--- config.mk ---
export PLATFORM = sky130hd
export DESIGN_NAME = button_ctl_debouncer
export DESIGN_NICKNAME = d
export VERILOG_FILES = /design/src/rtl/button_ctl_debouncer_pkg.sv /design/src/rtl/button_ctl_debouncer_debounce_bit.sv /design/src/rtl/button_ctl_debouncer.sv
export SDC_FILE = /design/constraint.sdc
export NUM_CORES = 1
export LEC_CHECK = 0
export CAP_MARGIN = 10
export CORE_UTILIZATION = 54
export DETAILED_ROUTE_END_ITERATION = 12
export GPL_TIMING_DRIVEN = 0
export HOLD_SLACK_MARGIN = 0.15
export PLACE_DENSITY = 0.67
export REMOVE_ABC_BUFFERS = 1
export SLEW_MARGIN = 20
export SYNTH_ARGS = -nofsm -noshare
export SYNTH_HDL_FRONTEND = slang
export SYNTH_HIERARCHICAL = 1
export SYNTH_SLANG_ARGS = --single-unit
--- constraint.sdc ---
create_clock -name clk -period 4 [get_ports clk]
set_clock_uncertainty 0.2 [all_clocks]
set_input_delay 0.4 -clock clk [delete_from_list [all_inputs] [get_ports clk]]
set_output_delay 0.4 -clock clk [all_outputs]
set_load 0.02 [all_outputs]
--- src/rtl/button_ctl_debouncer_pkg.sv ---
`default_nettype none
// ---------------------------------------------------------------------------
// button_ctl_debouncer_pkg : shared ctl codes, button indices, output FSM type
// Revision 1.0
// ---------------------------------------------------------------------------
package button_ctl_debouncer_pkg;

  localparam int NUM_BTNS = 7;

  localparam int BTN_UP       = 6;
  localparam int BTN_LEFT     = 5;
  localparam int BTN_HOME     = 4;
  localparam int BTN_RIGHT    = 3;
  localparam int BTN_DOWN     = 2;
  localparam int BTN_NUM_UP   = 1;
  localparam int BTN_NUM_DOWN = 0;

  localparam logic [NUM_BTNS-1:0] CTL_CURSOR_UP    = 7'b1000000;
  localparam logic [NUM_BTNS-1:0] CTL_CURSOR_LEFT  = 7'b0100000;
  localparam logic [NUM_BTNS-1:0] CTL_HOME         = 7'b0010000;
  localparam logic [NUM_BTNS-1:0] CTL_CURSOR_RIGHT = 7'b0001000;
  localparam logic [NUM_BTNS-1:0] CTL_CURSOR_DOWN  = 7'b0000100;
  localparam logic [NUM_BTNS-1:0] CTL_NUMBER_UP    = 7'b0000010;
  localparam logic [NUM_BTNS-1:0] CTL_NUMBER_DOWN  = 7'b0000001;
  localparam logic [NUM_BTNS-1:0] CTL_WAITING      = 7'b0000000;

  localparam logic [NUM_BTNS-1:0] REPEATABLE_MASK  = 7'b0000011;

  typedef enum logic [0:0] {
    ST_IDLE = 1'b0,
    ST_HOLD = 1'b1
  } out_state_t;

  // One-hot of the highest set bit; ascending scan so the top bit wins.
  function automatic logic [NUM_BTNS-1:0] pick_highest(input logic [NUM_BTNS-1:0] ev);
    logic [NUM_BTNS-1:0] r;
    r = '0;
    for (int i = 0; i < NUM_BTNS; i++) begin
      if (ev[i]) begin
        r    = '0;
        r[i] = 1'b1;
      end
    end
    return r;
  endfunction

endpackage
`default_nettype wire

--- src/rtl/button_ctl_debouncer_debounce_bit.sv ---
`default_nettype none
// ---------------------------------------------------------------------------
// button_ctl_debouncer_debounce_bit : 2-flop sync + restartable debounce counter
// Revision 1.0
// ---------------------------------------------------------------------------
module button_ctl_debouncer_debounce_bit #(
  parameter int DEBOUNCE_CYCLES = 500000
) (
  input  logic clk_i,
  input  logic rst_ni,
  input  logic raw_i,
  output logic stable_o
);

  localparam int CW = (DEBOUNCE_CYCLES > 0) ? $clog2(DEBOUNCE_CYCLES + 1) : 1;
  localparam logic [CW-1:0] CNT_MAX = CW'(DEBOUNCE_CYCLES);

  logic          sync0_q;
  logic          sync1_q;
  logic          stable_q;
  logic          stable_d;
  logic [CW-1:0] cnt_q;
  logic [CW-1:0] cnt_d;

  // Any cycle where the synced input agrees with the stable level restarts the interval.
  always_comb begin
    cnt_d    = '0;
    stable_d = stable_q;
    if (sync1_q != stable_q) begin
      if (cnt_q == CNT_MAX) begin
        stable_d = sync1_q;
      end else begin
        cnt_d = cnt_q + 1'b1;
      end
    end
  end

  always_ff @(posedge clk_i or negedge rst_ni) begin
    if (!rst_ni) begin
      sync0_q  <= 1'b0;
      sync1_q  <= 1'b0;
      stable_q <= 1'b0;
      cnt_q    <= '0;
    end else begin
      sync0_q  <= raw_i;
      sync1_q  <= sync0_q;
      stable_q <= stable_d;
      cnt_q    <= cnt_d;
    end
  end

  assign stable_o = stable_q;

endmodule
`default_nettype wire

--- src/rtl/button_ctl_debouncer.sv ---
`default_nettype none
// ---------------------------------------------------------------------------
// button_ctl_debouncer : debounced pushbuttons -> one-hot ctl command pulses
// Revision 1.0
// ---------------------------------------------------------------------------
module button_ctl_debouncer
  import button_ctl_debouncer_pkg::*;
#(
  parameter int DEBOUNCE_CYCLES = 500000,
  parameter int HOLD_CYCLES     = 1,
  parameter int REPEAT_DELAY    = 25000000,
  parameter int REPEAT_PERIOD   = 10000000
) (
  input  logic                clk,
  input  logic                resetn,
  input  logic [NUM_BTNS-1:0] btn_raw,
  output logic [NUM_BTNS-1:0] ctl,
  output logic [NUM_BTNS-1:0] btn_level
);

  localparam int RPT_MAX = (REPEAT_DELAY > REPEAT_PERIOD) ? REPEAT_DELAY : REPEAT_PERIOD;
  localparam int RW      = $clog2(RPT_MAX + 1);
  localparam int HW      = (HOLD_CYCLES > 1) ? $clog2(HOLD_CYCLES) : 1;

  logic [NUM_BTNS-1:0] stable;
  logic [NUM_BTNS-1:0] stable_prev_q;
  logic [NUM_BTNS-1:0] rise;
  logic [NUM_BTNS-1:0] rpt_ev;
  logic [NUM_BTNS-1:0] ev;

  out_state_t          state_q;
  logic [HW-1:0]       hold_q;
  logic [NUM_BTNS-1:0] ctl_q;

  for (genvar i = 0; i < NUM_BTNS; i++) begin : g_btn
    button_ctl_debouncer_debounce_bit #(
      .DEBOUNCE_CYCLES(DEBOUNCE_CYCLES)
    ) u_db (
      .clk_i   (clk),
      .rst_ni  (resetn),
      .raw_i   (btn_raw[i]),
      .stable_o(stable[i])
    );

    if (REPEATABLE_MASK[i]) begin : g_rpt
      logic [RW-1:0] tmr_q;
      logic [RW-1:0] tmr_d;
      logic          first_q;
      logic          first_d;
      logic          fire;

      // Timer is zero while released, so it starts counting on the press-event cycle.
      always_comb begin
        fire    = stable[i] && (tmr_q == (first_q ? RW'(REPEAT_DELAY) : RW'(REPEAT_PERIOD)));
        tmr_d   = tmr_q + 1'b1;
        first_d = first_q;
        if (!stable[i]) begin
          tmr_d   = '0;
          first_d = 1'b1;
        end else if (fire) begin
          tmr_d   = RW'(1);
          first_d = 1'b0;
        end
      end

      always_ff @(posedge clk or negedge resetn) begin
        if (!resetn) begin
          tmr_q   <= '0;
          first_q <= 1'b1;
        end else begin
          tmr_q   <= tmr_d;
          first_q <= first_d;
        end
      end

      assign rpt_ev[i] = fire;
    end else begin : g_norpt
      assign rpt_ev[i] = 1'b0;
    end
  end

  assign rise = stable & ~stable_prev_q;
  assign ev   = rise | rpt_ev;

  always_ff @(posedge clk or negedge resetn) begin
    if (!resetn) begin
      stable_prev_q <= '0;
      state_q       <= ST_IDLE;
      hold_q        <= '0;
      ctl_q         <= CTL_WAITING;
    end else begin
      stable_prev_q <= stable;
      case (state_q)
        ST_IDLE: begin
          if (|ev) begin
            ctl_q   <= pick_highest(ev);
            hold_q  <= HW'(HOLD_CYCLES - 1);
            state_q <= ST_HOLD;
          end
        end
        ST_HOLD: begin
          // Events seen here are dropped on purpose: no queueing behind a held code.
          if (hold_q == '0) begin
            ctl_q   <= CTL_WAITING;
            state_q <= ST_IDLE;
          end else begin
            hold_q <= hold_q - 1'b1;
          end
        end
        default: state_q <= ST_IDLE;
      endcase
    end
  end

  assign ctl       = ctl_q;
  assign btn_level = stable;

endmodule
`default_nettype wire

==> metrics.txt <==
Worst path depth=7; NumNets Final=between 1000 and 1500; HP Class=register to register; Hold WS=roughly 0.15 ns; Synth Warn #=6; clock sink count=221; multiplexer share of the synthesized area=about 1.3%; GR Util met1=a little under 30%; Synth Area in XOR/XNOR=about an eighth; clock buffer count from CTS=25; final hold vios=0; Fin Setup TNS=0 ns; register area share after synthesis=between 40 and 50%; most frequent cell after synthesis=dfrtp_1; max-cap viol count=0; DRC=0; Area Growth Syn to Fin=13.0%; Die Area=21200 um2; Starting Density=between 50% and 60%; top cell family by delay on the critical path=simple AND/OR/NAND/NOR gates; gpl congestion=0.780; gr ovfl total=0; Worst Setup SP=g_btn[0].g_rpt.tmr_q[0]; min cycle time layout=approximately 2.5 ns; RSZ-0062 raised after global routing=no; largest family of logic cells by synthesized area=simple AND/OR/NAND/NOR gates; hpwl dp=13.2 mm; fin. max-slew vios=0; wire length per cell=roughly 14 um; post-cts hold buffer count=11; most instantiated cells after synthesis=dfrtp_1 (219), nor2_1 (197), xnor2_1 (123); first-pass GRT wire length=36.1 mm; DR vias=about 7700; Post-synth EDFFs=0; crit path buf inv count=1; DP Area=11600 um2; main area contributors after synthesis=dfrtp_1 (49%), xnor2_1 (9.7%), nor2_1 (6.7%); DR vias/cell=approximately 5.4; Top Ports=23; Setup CP Type=register to register; core outline area=roughly 20000 um2; Post-DRT Antenna Nets=0; delay of the slowest critical-path stage=0.67 ns; Worst Setup Start Kind=register; Die Y=between 100 and 150 um; initial antenna violation count=0; Synth Area in Compound Gates=about 3.3%; Synth top area share=49.3%; final WL=20.3 mm; port bufs=22; Initial DRT Pass Iterations=4; clk buf depth=3; CP max-delay cell=nand2_1; Clock Pin Slew Worst Setup and Hold Paths=0.06 ns; initial drt markers=331; hold path start=g_btn[4].u_db/sync0_q; worst hold path depth=0; n_diodes=0; post-cts resize count=0; max_slew headroom=between 40% and 50%; origin of the critical flop-to-flop path=g_btn[0].g_rpt.tmr_q[0]; WP data required=4.16 ns; largest net degree at the start of global routing=just under 100; layout cell share with drive strength beyond 1=7.73%; htree depth=1; cell row count=52; Synth Area in Simple Gates=28.0%; area leader, netlist=dfrtp_1; Die Wd=145 um; worst path cell trace=inv_1 > ha_1 > nor4b_1 > and3_1 > o2111ai_1 > nand2_1 > nor2_1; vias in the first global route=7568; Critical Path End Type=register; post-route cell area=~13000 um2; PwrDens=379 nW/um2; Syn Area/Cell=approximately 10 um2; Tcrit/Tclk final=between 60% and 70%; Fmax achieved=approximately 0.40 GHz; post-CTS setup buffers=0; GRT Max-Usage Layer=met2; Netlist cell types=54; FFs w/ async S/R, synth=100%; Cells after Synth=approximately 1100; R2R depth=7; adder-cell share of the synthesized area=between 2 and 2.5%; met3 Use GR=between 2 and 3%; gr usage total=between 20 and 25%; CTS root buffer=clkbuf_16; Slew @ Worst Pin=0.741 ns; CTS tree=built; synthesized cell area=about 11000 um2; final setup fails=0; met2 Use GR=a little under a third; Pleak=~5 nW; Max IR drop VDD=between 200 and 300 uV; Yosys reg bits=221; Arr. time, crit path=around 2.7 ns; Crit Path Max Fanout=23; status=finished clean; insertion delay to the later sink of the worst-skew pair=roughly 0.51 ns; Synth Flop Type=dfrtp_1
worst paths after layout:
check	endpoint	slack (ns)
max in group asynchronous	g_btn[0].g_rpt.first_q	2.26
max	g_btn[0].g_rpt.tmr_q[19]	1.51
min	g_btn[4].u_db/sync1_q	0.15
max reg2reg	g_btn[0].g_rpt.tmr_q[19]	1.51
min in group asynchronous	g_btn[5].u_db/cnt_q[9]	0.16
min reg2reg	g_btn[4].u_db/sync1_q	0.15
cell usage in the layout (no fill, tap or decap), types with 4 or more instances in the layout:
| cell type | n |
|---|---|
| xor2_1 | 34 |
| mux2_1 | 7 |
| and4_1 | 8 |
| dlygate4sd3_1 | 11 |
| nand3b_1 | 7 |
| or4b_1 | 9 |
| nand4_1 | 35 |
| nand2_1 | 57 |
| nand3_1 | 52 |
| nand4_2 | 14 |
| o41ai_1 | 8 |
| nor4_2 | 9 |
| nor4_1 | 38 |
| clkinv_2 | 4 |
| ha_1 | 18 |
| nor4b_1 | 26 |
| clkbuf_16 | 25 |
| a21oi_1 | 9 |
| dfrtp_1 | 219 |
| and3_1 | 10 |
| a21o_1 | 7 |
| clkbuf_1 | 7 |
| nand2b_1 | 4 |
| clkbuf_8 | 6 |
| nor3_1 | 44 |
| mux2i_1 | 7 |
| nor2_1 | 197 |
| o21ai_2 | 9 |
| clkdlybuf4s50_1 | 21 |
| xnor2_1 | 123 |
| nand3_4 | 7 |
| nand4b_1 | 12 |
| inv_1 | 59 |
| and2_1 | 6 |
| or2_0 | 7 |
layer usage:
metal	up-vias	share of wire (%)
met4	0	2.6
met1	3702	50
met2	81	45
met3	37	2.7
met5	-	0
li1	3881	-
area by class of cell:
class	count	area (um2)
tap	270	338
multi-input combinational	791	5230
timing repair buffer	35	390
clock inverter	7	110
fill	1714	7680
sequential	221	5530
clock buffer	38	734
inverter	59	221
logic make-up (layout without fill, tap and decap cells):
| logic type | after synthesis | after routing |
|---|---|---|
| simple gates | 554 | 554 |
| flops | 221 | 221 |
| xor+xnor | 157 | 157 |
| buf+inv | 81 | 139 |
| compound gates | 48 | 48 |
| fa+ha+maj | 18 | 18 |
| mux | 14 | 14 |
state kept, by name (all words and copies together) (netlist names):
signal and count:
g_btn.u_db/stable_o 7, g_btn.u_db/sync1_q 7, ctl 7, g_btn.g_rpt.first_q 2
state_q 1, g_btn.u_db/cnt_q 133, g_btn.u_db/sync0_q 7, stable_prev_q 7
g_btn.g_rpt.tmr_q 50
where the power goes:
part / internal, W / total, W / switching [W] / leakage, nW
clock: 0.00145 / 0.00232 / 0.000871 / 0.418
combinational: 0.0000490 / 0.000140 / 0.0000915 / 1.47
sequential: 0.00226 / 0.00229 / 0.0000291 / 3.03
through the flow:
stage / util, % / power, W / std cells / setup WS [ns]
2_1_floorplan: - / 0.00238 / 1071 / 1.94
3_3_place_gp: 57.0 / 0.00246 / 1363 / -7.13
3_5_place_dp: 57.3 / 0.00247 / 1365 / 1.49
4_1_cts: 62.0 / 0.00482 / 1421 / 1.47
5_1_grt: 62.0 / 0.00492 / 1421 / 1.23
6_report: 62.0 / 0.00475 / 1421 / 1.51
Note: power is estimated with default switching activity, not from simulation.
